**src/rtl/dpd_mag_index.sv**
```systemverilog
// Squared-magnitude LUT index stage ahead of the DPD actuator.
// Two I/Q lanes per clock, 3-cycle pipeline, peak and saturation stats.
module dpd_mag_index #(
    parameter int LUT_ADDR_WIDTH = 10
) (
    input  logic                      data_clk,
    input  logic                      data_rst,
    input  logic [31:0]               data_in_0,
    input  logic [31:0]               data_in_1,
    input  logic                      data_in_enable,
    input  logic [4:0]                mag_shift,
    input  logic                      stat_clr,
    output logic [31:0]               data_out_0,
    output logic [31:0]               data_out_1,
    output logic [31:0]               data_out_2,
    output logic                      data_out_enable,
    output logic [LUT_ADDR_WIDTH-1:0] peak_idx,
    output logic [15:0]               sat_count
);

    localparam int W = LUT_ADDR_WIDTH;
    localparam logic [31:0] IDX_MAX = (32'd1 << W) - 32'd1;
    localparam logic [W-1:0] IDX_TOP = IDX_MAX[W-1:0];

    // Signed Q15 square; the result never exceeds 2^30.
    function automatic logic [30:0] sq(input logic [15:0] x);
        logic signed [31:0] e;
        e = 32'(signed'(x));
        return 31'(e * e);
    endfunction

    logic        s1_en;
    logic [31:0] s1_d0;
    logic [31:0] s1_d1;
    logic [30:0] s1_pi0;
    logic [30:0] s1_pq0;
    logic [30:0] s1_pi1;
    logic [30:0] s1_pq1;

    logic        s2_en;
    logic [31:0] s2_d0;
    logic [31:0] s2_d1;
    logic [31:0] s2_m0;
    logic [31:0] s2_m1;

    logic [31:0] t0;
    logic [31:0] t1;
    logic        sat0;
    logic        sat1;
    logic [W-1:0] idx0;
    logic [W-1:0] idx1;
    logic [31:0] idx_word;

    logic        s3_sat0;
    logic        s3_sat1;
    logic [W-1:0] s3_idx0;
    logic [W-1:0] s3_idx1;

    logic [1:0]  nsat;
    logic [16:0] sat_sum;
    logic [15:0] sat_nxt;
    logic [W-1:0] peak_nxt;

    // S1: per-lane squares of I and Q
    always_ff @(posedge data_clk) begin
        if (data_rst) begin
            s1_en  <= 1'b0;
            s1_d0  <= '0;
            s1_d1  <= '0;
            s1_pi0 <= '0;
            s1_pq0 <= '0;
            s1_pi1 <= '0;
            s1_pq1 <= '0;
        end else begin
            s1_en  <= data_in_enable;
            s1_d0  <= data_in_0;
            s1_d1  <= data_in_1;
            s1_pi0 <= sq(data_in_0[15:0]);
            s1_pq0 <= sq(data_in_1[15:0]);
            s1_pi1 <= sq(data_in_0[31:16]);
            s1_pq1 <= sq(data_in_1[31:16]);
        end
    end

    // S2: per-lane |x|^2, at most 2^31 so 32 bits suffice
    always_ff @(posedge data_clk) begin
        if (data_rst) begin
            s2_en <= 1'b0;
            s2_d0 <= '0;
            s2_d1 <= '0;
            s2_m0 <= '0;
            s2_m1 <= '0;
        end else begin
            s2_en <= s1_en;
            s2_d0 <= s1_d0;
            s2_d1 <= s1_d1;
            s2_m0 <= {1'b0, s1_pi0} + {1'b0, s1_pq0};
            s2_m1 <= {1'b0, s1_pi1} + {1'b0, s1_pq1};
        end
    end

    // S3 datapath: shift, saturate and pack the two indices
    always_comb begin
        t0       = s2_m0 >> mag_shift;
        t1       = s2_m1 >> mag_shift;
        sat0     = t0 > IDX_MAX;
        sat1     = t1 > IDX_MAX;
        idx0     = sat0 ? IDX_TOP : t0[W-1:0];
        idx1     = sat1 ? IDX_TOP : t1[W-1:0];
        idx_word = {16'(idx1), 16'(idx0)};
    end

    // S3: output registers, with per-lane results kept for the stats
    always_ff @(posedge data_clk) begin
        if (data_rst) begin
            data_out_enable <= 1'b0;
            data_out_0      <= '0;
            data_out_1      <= '0;
            data_out_2      <= '0;
            s3_sat0         <= 1'b0;
            s3_sat1         <= 1'b0;
            s3_idx0         <= '0;
            s3_idx1         <= '0;
        end else begin
            data_out_enable <= s2_en;
            data_out_0      <= s2_d0;
            data_out_1      <= s2_d1;
            data_out_2      <= idx_word;
            s3_sat0         <= sat0;
            s3_sat1         <= sat1;
            s3_idx0         <= idx0;
            s3_idx1         <= idx1;
        end
    end

    // Next statistics from the sample currently held at S3
    always_comb begin
        nsat     = {1'b0, s3_sat0} + {1'b0, s3_sat1};
        sat_sum  = {1'b0, sat_count} + {15'd0, nsat};
        sat_nxt  = sat_sum[16] ? 16'hFFFF : sat_sum[15:0];
        peak_nxt = peak_idx;
        if (s3_idx0 > peak_nxt) begin
            peak_nxt = s3_idx0;
        end
        if (s3_idx1 > peak_nxt) begin
            peak_nxt = s3_idx1;
        end
    end

    // Statistics registers; a clear wins over a same-cycle update
    always_ff @(posedge data_clk) begin
        if (data_rst || stat_clr) begin
            peak_idx  <= '0;
            sat_count <= '0;
        end else if (data_out_enable) begin
            peak_idx  <= peak_nxt;
            sat_count <= sat_nxt;
        end
    end

endmodule
```
**config.mk**
```make
export PLATFORM = sky130hd
export DESIGN_NAME = dpd_mag_index
export DESIGN_NICKNAME = d
export VERILOG_FILES = /design/src/rtl/dpd_mag_index.sv
export SDC_FILE = /design/constraint.sdc
export NUM_CORES = 2
export LEC_CHECK = 0
export CORE_MARGIN = 5
export CORE_UTILIZATION = 60
export CTS_CLUSTER_SIZE = 28
export DETAILED_ROUTE_END_ITERATION = 7
export PLACE_DENSITY = 0.77
export SYNTH_ARGS = -nofsm -noshare
export SYNTH_HDL_FRONTEND = slang
export SYNTH_SLANG_ARGS = --single-unit
```
**constraint.sdc**
```tcl
create_clock -name data_clk -period 10.7 [get_ports data_clk]
set_input_delay 2.14 -clock data_clk [delete_from_list [all_inputs] [get_ports data_clk]]
set_output_delay 2.14 -clock data_clk [all_outputs]
set_load 0.05 [all_outputs]
```
# Yosys cells after proc, flatten, opt, wreduce, memory -nomap -nowiden

Index checks and enable logic that the tools add are counted.

Add/subtract/negate cells: 4
Muxes and demuxes: 5
Order comparisons: 4
Shifts and indexed selects: 2
Multiply operators: 4
Reductions and logical operators: 1

Operators by type and width:

| cell                                                 | number |
|---|---|
| multiplier 16 x 16 -> 31 bit                         | 4 |
| adder 31 x 31 -> 32 bit                              | 2 |
| > comparator 32 x 10 -> 1 bit, second input constant | 2 |
| >> shifter 32 x 5 -> 32 bit                          | 2 |
| 2-to-1 mux 10 bit                                    | 4 |
| > comparator 10 bit                                  | 2 |
| adder 16 x 2 -> 17 bit                               | 1 |
| 2-to-1 mux 16 bit                                    | 1 |
| adder 1 x 1 -> 2 bit                                 | 1 |
| logical OR 1 bit                                     | 1 |

Output and inout bits: 123
Logic and storage cells: 43
Register bits after elaboration: 463

# Logic depth before layout (Yosys ltp)

Word-level depth: 4
Mapped depth: 25

# Worst setup path before layout

No wires, ideal clock.

Kind: input to register
Start point: in data_in_0[20]
End point: reg s1_pi1[29]
Stages on the path: 20
Arrival: 7952 ps
Setup time: 121 ps
Setup slack: 2627 ps
Required time: 10579 ps
Cells stage by stage: clkbuf_1 clkbuf_1 nand2_1 fa_1 fa_1 inv_1 fa_1 fa_1 fa_1 inv_1 fa_1 inv_1 ha_1 a211o_1 or3_1 o221ai_1 o21ai_0 a21oi_1 o21bai_1 mux2_2

Cells in the longest elaborated chain, start to end: 1

RTL lines:

| element                      | line | RTL |
|---|---|---|
| start: declaration           | 8    | `input logic [31:0] data_in_0,` |
| multiplier 16 x 16 -> 31 bit | 29   | `return 31'(e * e);` |
| end signal: assignment       | 80   | `s1_pi1 <= sq(data_in_0[31:16]);` |
| end: declaration             | 37   | `logic [30:0] s1_pi1;` |

Every way passes these cells.
A chain may end at the register's enable or synchronous reset.

# Worst setup path after layout

Start point: in data_in_0[1]
End point: reg s1_pi0[30]

Cells in the longest elaborated chain, start to end: 1

RTL lines:

| element                      | line | RTL |
|---|---|---|
| multiplier 16 x 16 -> 31 bit | 29   |  |
| end signal: assignment       | 78   | `s1_pi0 <= sq(data_in_0[15:0]);` |
| end: declaration             | 35   | `logic [30:0] s1_pi0;` |

Every way passes these cells.

==> out/metrics.cfg <==
[run_status]
status=complete, no violations

[sta]
tns_ns=0
finalSetupViolations=0
max_freq_ghz=0.113
min_period_over_period=0.824
timing.hold.ws_ns=0.430
worst_slew_pin_slew_ns=1.22
fin_crit_ns=8.82
slew_headroom=0.186
slew_violations=0
grt_setup_unrepaired=no
finClkSkew_ns=0.0315
hold_viol=0

[die]
die_h_um=304
ioPinCount=196
dieWidth_um=304
floorplan.core_area_um2=85400
initial_core_util=0.605
row_count=107
dieArea_um2=92200

[logic_synthesis]
ys_ff_latch=423
yosys-top-cells-area=fa_1 (35%), dfxtp_1 (16%), ha_1 (10%)
synth_top_area_frac=0.355
synth_cells=5604
postSynth.asyncResetShare=0
ys_warn_count=0
yosysSeqAreaShare=0.164
netlist_area_um2=51700
yosysMostFrequentCell=inv_1
synth_flop_cell=dfxtp_1
synth_edf_count=0
yosysUniqueCellTypes=74
synthTopCellsByCount=inv_1 (1333), fa_1 (916), ha_1 (425)
syn_avg_cell_area_um2=9.23
synth_top_area_cell=fa_1

[critical_path]
cp.arrival_ns=9.29
cpPeakStageDelay_ns=0.87
crit_slowest_cell=clkdlybuf4s50_1
path_cells=clkdlybuf4s50_1, and2_1, fa_1, inv_1, fa_1, fa_1, fa_1, fa_1, fa_1, inv_1, ha_1, a21o_1, a21o_1, a21oi_1, inv_1, a2111oi_2, o31ai_1, a21oi_1, xnor2_1, nor2_1
end_kind=flop
cp_max_fo=20
cp_common_cell=fa_1
critical_path_required_ns=11.17
worstSetupPathType=in -> reg
cp-start-kind=input pin

[global_routing]
grt_max_degree=89
grt_pass1_wl_mm=197
grt_antenna_before_repair=5
grt_overflow=0
grtUsageTotal=0.265
grt_pass1_vias=39078

[route]
drt_pre_antenna_iters=6
wire_per_inst_um=17.2
vias_per_cell=5.36
drt_wl_total_mm=118
final_antenna_net_count=0
drtIter0Drc=2538
drc=0
vias=36778

[placed_design]
portBuffers=183
gp_congestion=0.938
dp_hpwl_mm=96.2

[layout]
nets=7089
area_growth_pct=8.48
drive_above_1_share=0.0383

[clocking]
ctsHoldBuffers=0
clockRootBuffer=clkbuf_16
postCtsSetupBuffers=0
cts_buffers=47
ctsResizeCount=0
clk_latency_ns=0.63
clkSinkCount=423
clk_pin_slew_ns=0.07
clockBufferDepth=3
cts_tree=yes
cts_max_level=2

[worst_hold_path]
hp-class=reg -> reg

[run]
timing.max_cap.violations=0

stage by stage:
step,cells,utilization,setup slack (ns),cell area [µm²]
final,6859,0.657,1.88,56100
after global routing,6858,0.657,1.47,56100
after CTS,6857,0.657,1.96,56100
after detailed placement,6770,0.636,1.30,54300
after global placement,6770,0.636,1.54,54300
after floorplan,5615,-,2.63,51800
sequential cells by signal, indices dropped and copies added, names as in the netlist, 10 cells and up:
signal / count
sat_count: 16
s2_d1: 32
s1_pq0: 29
s2_m0: 32
s2_d0: 32
data_out_0: 32
s1_d0: 32
peak_idx: 10
s1_d1: 32
s1_pi1: 29
data_out_2: 20
s2_m1: 32
data_out_1: 32
s1_pq1: 29
s1_pi0: 29
worst paths after layout:
path,from,end,slack [ns],depth (start not counted)
max,data_in_0[1],s1_pi0[30]$_SDFF_PP0_,1.88,20
min,s2_d0[10]$_SDFF_PP0_,data_out_0[10]$_SDFF_PP0_,0.43,1
max reg2reg,peak_idx[7]$_SDFFE_PP0P_,peak_idx[8]$_SDFFE_PP0P_,5.71,17
min reg2reg,s2_d0[10]$_SDFF_PP0_,data_out_0[10]$_SDFF_PP0_,0.43,1
worst max-delay path, delay by kind of cell:
family                   cells  cell delay (ns)
AO/OA/AOI/OAI                6             1.46
XOR/XNOR                     1             0.13
AND/OR/NAND/NOR              2             0.49
adder cells (fa/ha/maj)      7             3.87
buffers and inverters        4             1.17
logic make-up (layout without fill, tap and decap cells):
group | Yosys count | after routing | share of synthesized area
compound gates | 594 | 594 | 0.0751
xor+xnor | 219 | 219 | 0.0371
fa+ha+maj | 1341 | 1341 | 0.457
buf+inv | 1541 | 1639 | 0.114
flops | 423 | 423 | 0.164
mux | 111 | 111 | 0.0275
other cells | 1 | 14 | 0.0000725
simple gates | 1374 | 1374 | 0.125
cells in the final DEF, fill, tap and decap left out, drive strengths merged, types with 11 or more instances in the layout:
| cell type | Yosys | routed |
|---|---|---|
| inv | 1335 | 1342 |
| fa | 916 | 916 |
| ha | 425 | 425 |
| dfxtp | 423 | 423 |
| nand2 | 416 | 416 |
| nor2 | 415 | 415 |
| nor2b | 205 | 205 |
| a21oi | 184 | 184 |
| clkdlybuf4s50 | 0 | 178 |
| xnor2 | 137 | 137 |
| and2 | 136 | 136 |
| o21ai | 103 | 103 |
| xor2 | 82 | 82 |
| a21o | 63 | 63 |
| mux2i | 59 | 59 |
| clkbuf | 146 | 58 |
| a211oi | 49 | 49 |
| nor3 | 46 | 46 |
| nand2b | 39 | 39 |
| nand3 | 34 | 34 |
| buf | 53 | 32 |
| mux2 | 30 | 30 |
| a31oi | 28 | 28 |
| o21a | 27 | 27 |
| and3 | 26 | 26 |
| o21bai | 26 | 26 |
| mux4 | 22 | 22 |
| clkinv | 7 | 17 |
| a31o | 15 | 15 |
| o211ai | 14 | 14 |
| nand4 | 13 | 13 |
| o221a | 13 | 13 |
| or2 | 12 | 12 |
| conb | 1 | 12 |
| or3 | 11 | 11 |
metal layers:
metal | share of wire | track usage | routed length [µm]
met4 | 0.033 | 0.0869 | 3900
met3 | 0.065 | 0.0380 | 7630
met2 | 0.49 | 0.453 | 58000
met1 | 0.41 | 0.353 | 48200
met5 | 0.00011 | 0 | 13
final cells by class:
cell class | instances | area, µm²
Timing Repair Buffer | 210 | 2020
Multi-Input combinational cell | 3651 | 37400
Clock inverter | 29 | 453
Fill cell | 6938 | 29300
Sequential cell | 423 | 8470
Antenna cell | 2 | 5.00
Clock buffer | 58 | 1300
Tap cell | 1144 | 1430
Inverter | 1342 | 5040
Power is not shown: default switching activity piles up to over one toggle a cycle in this logic, so the estimate is an artifact.
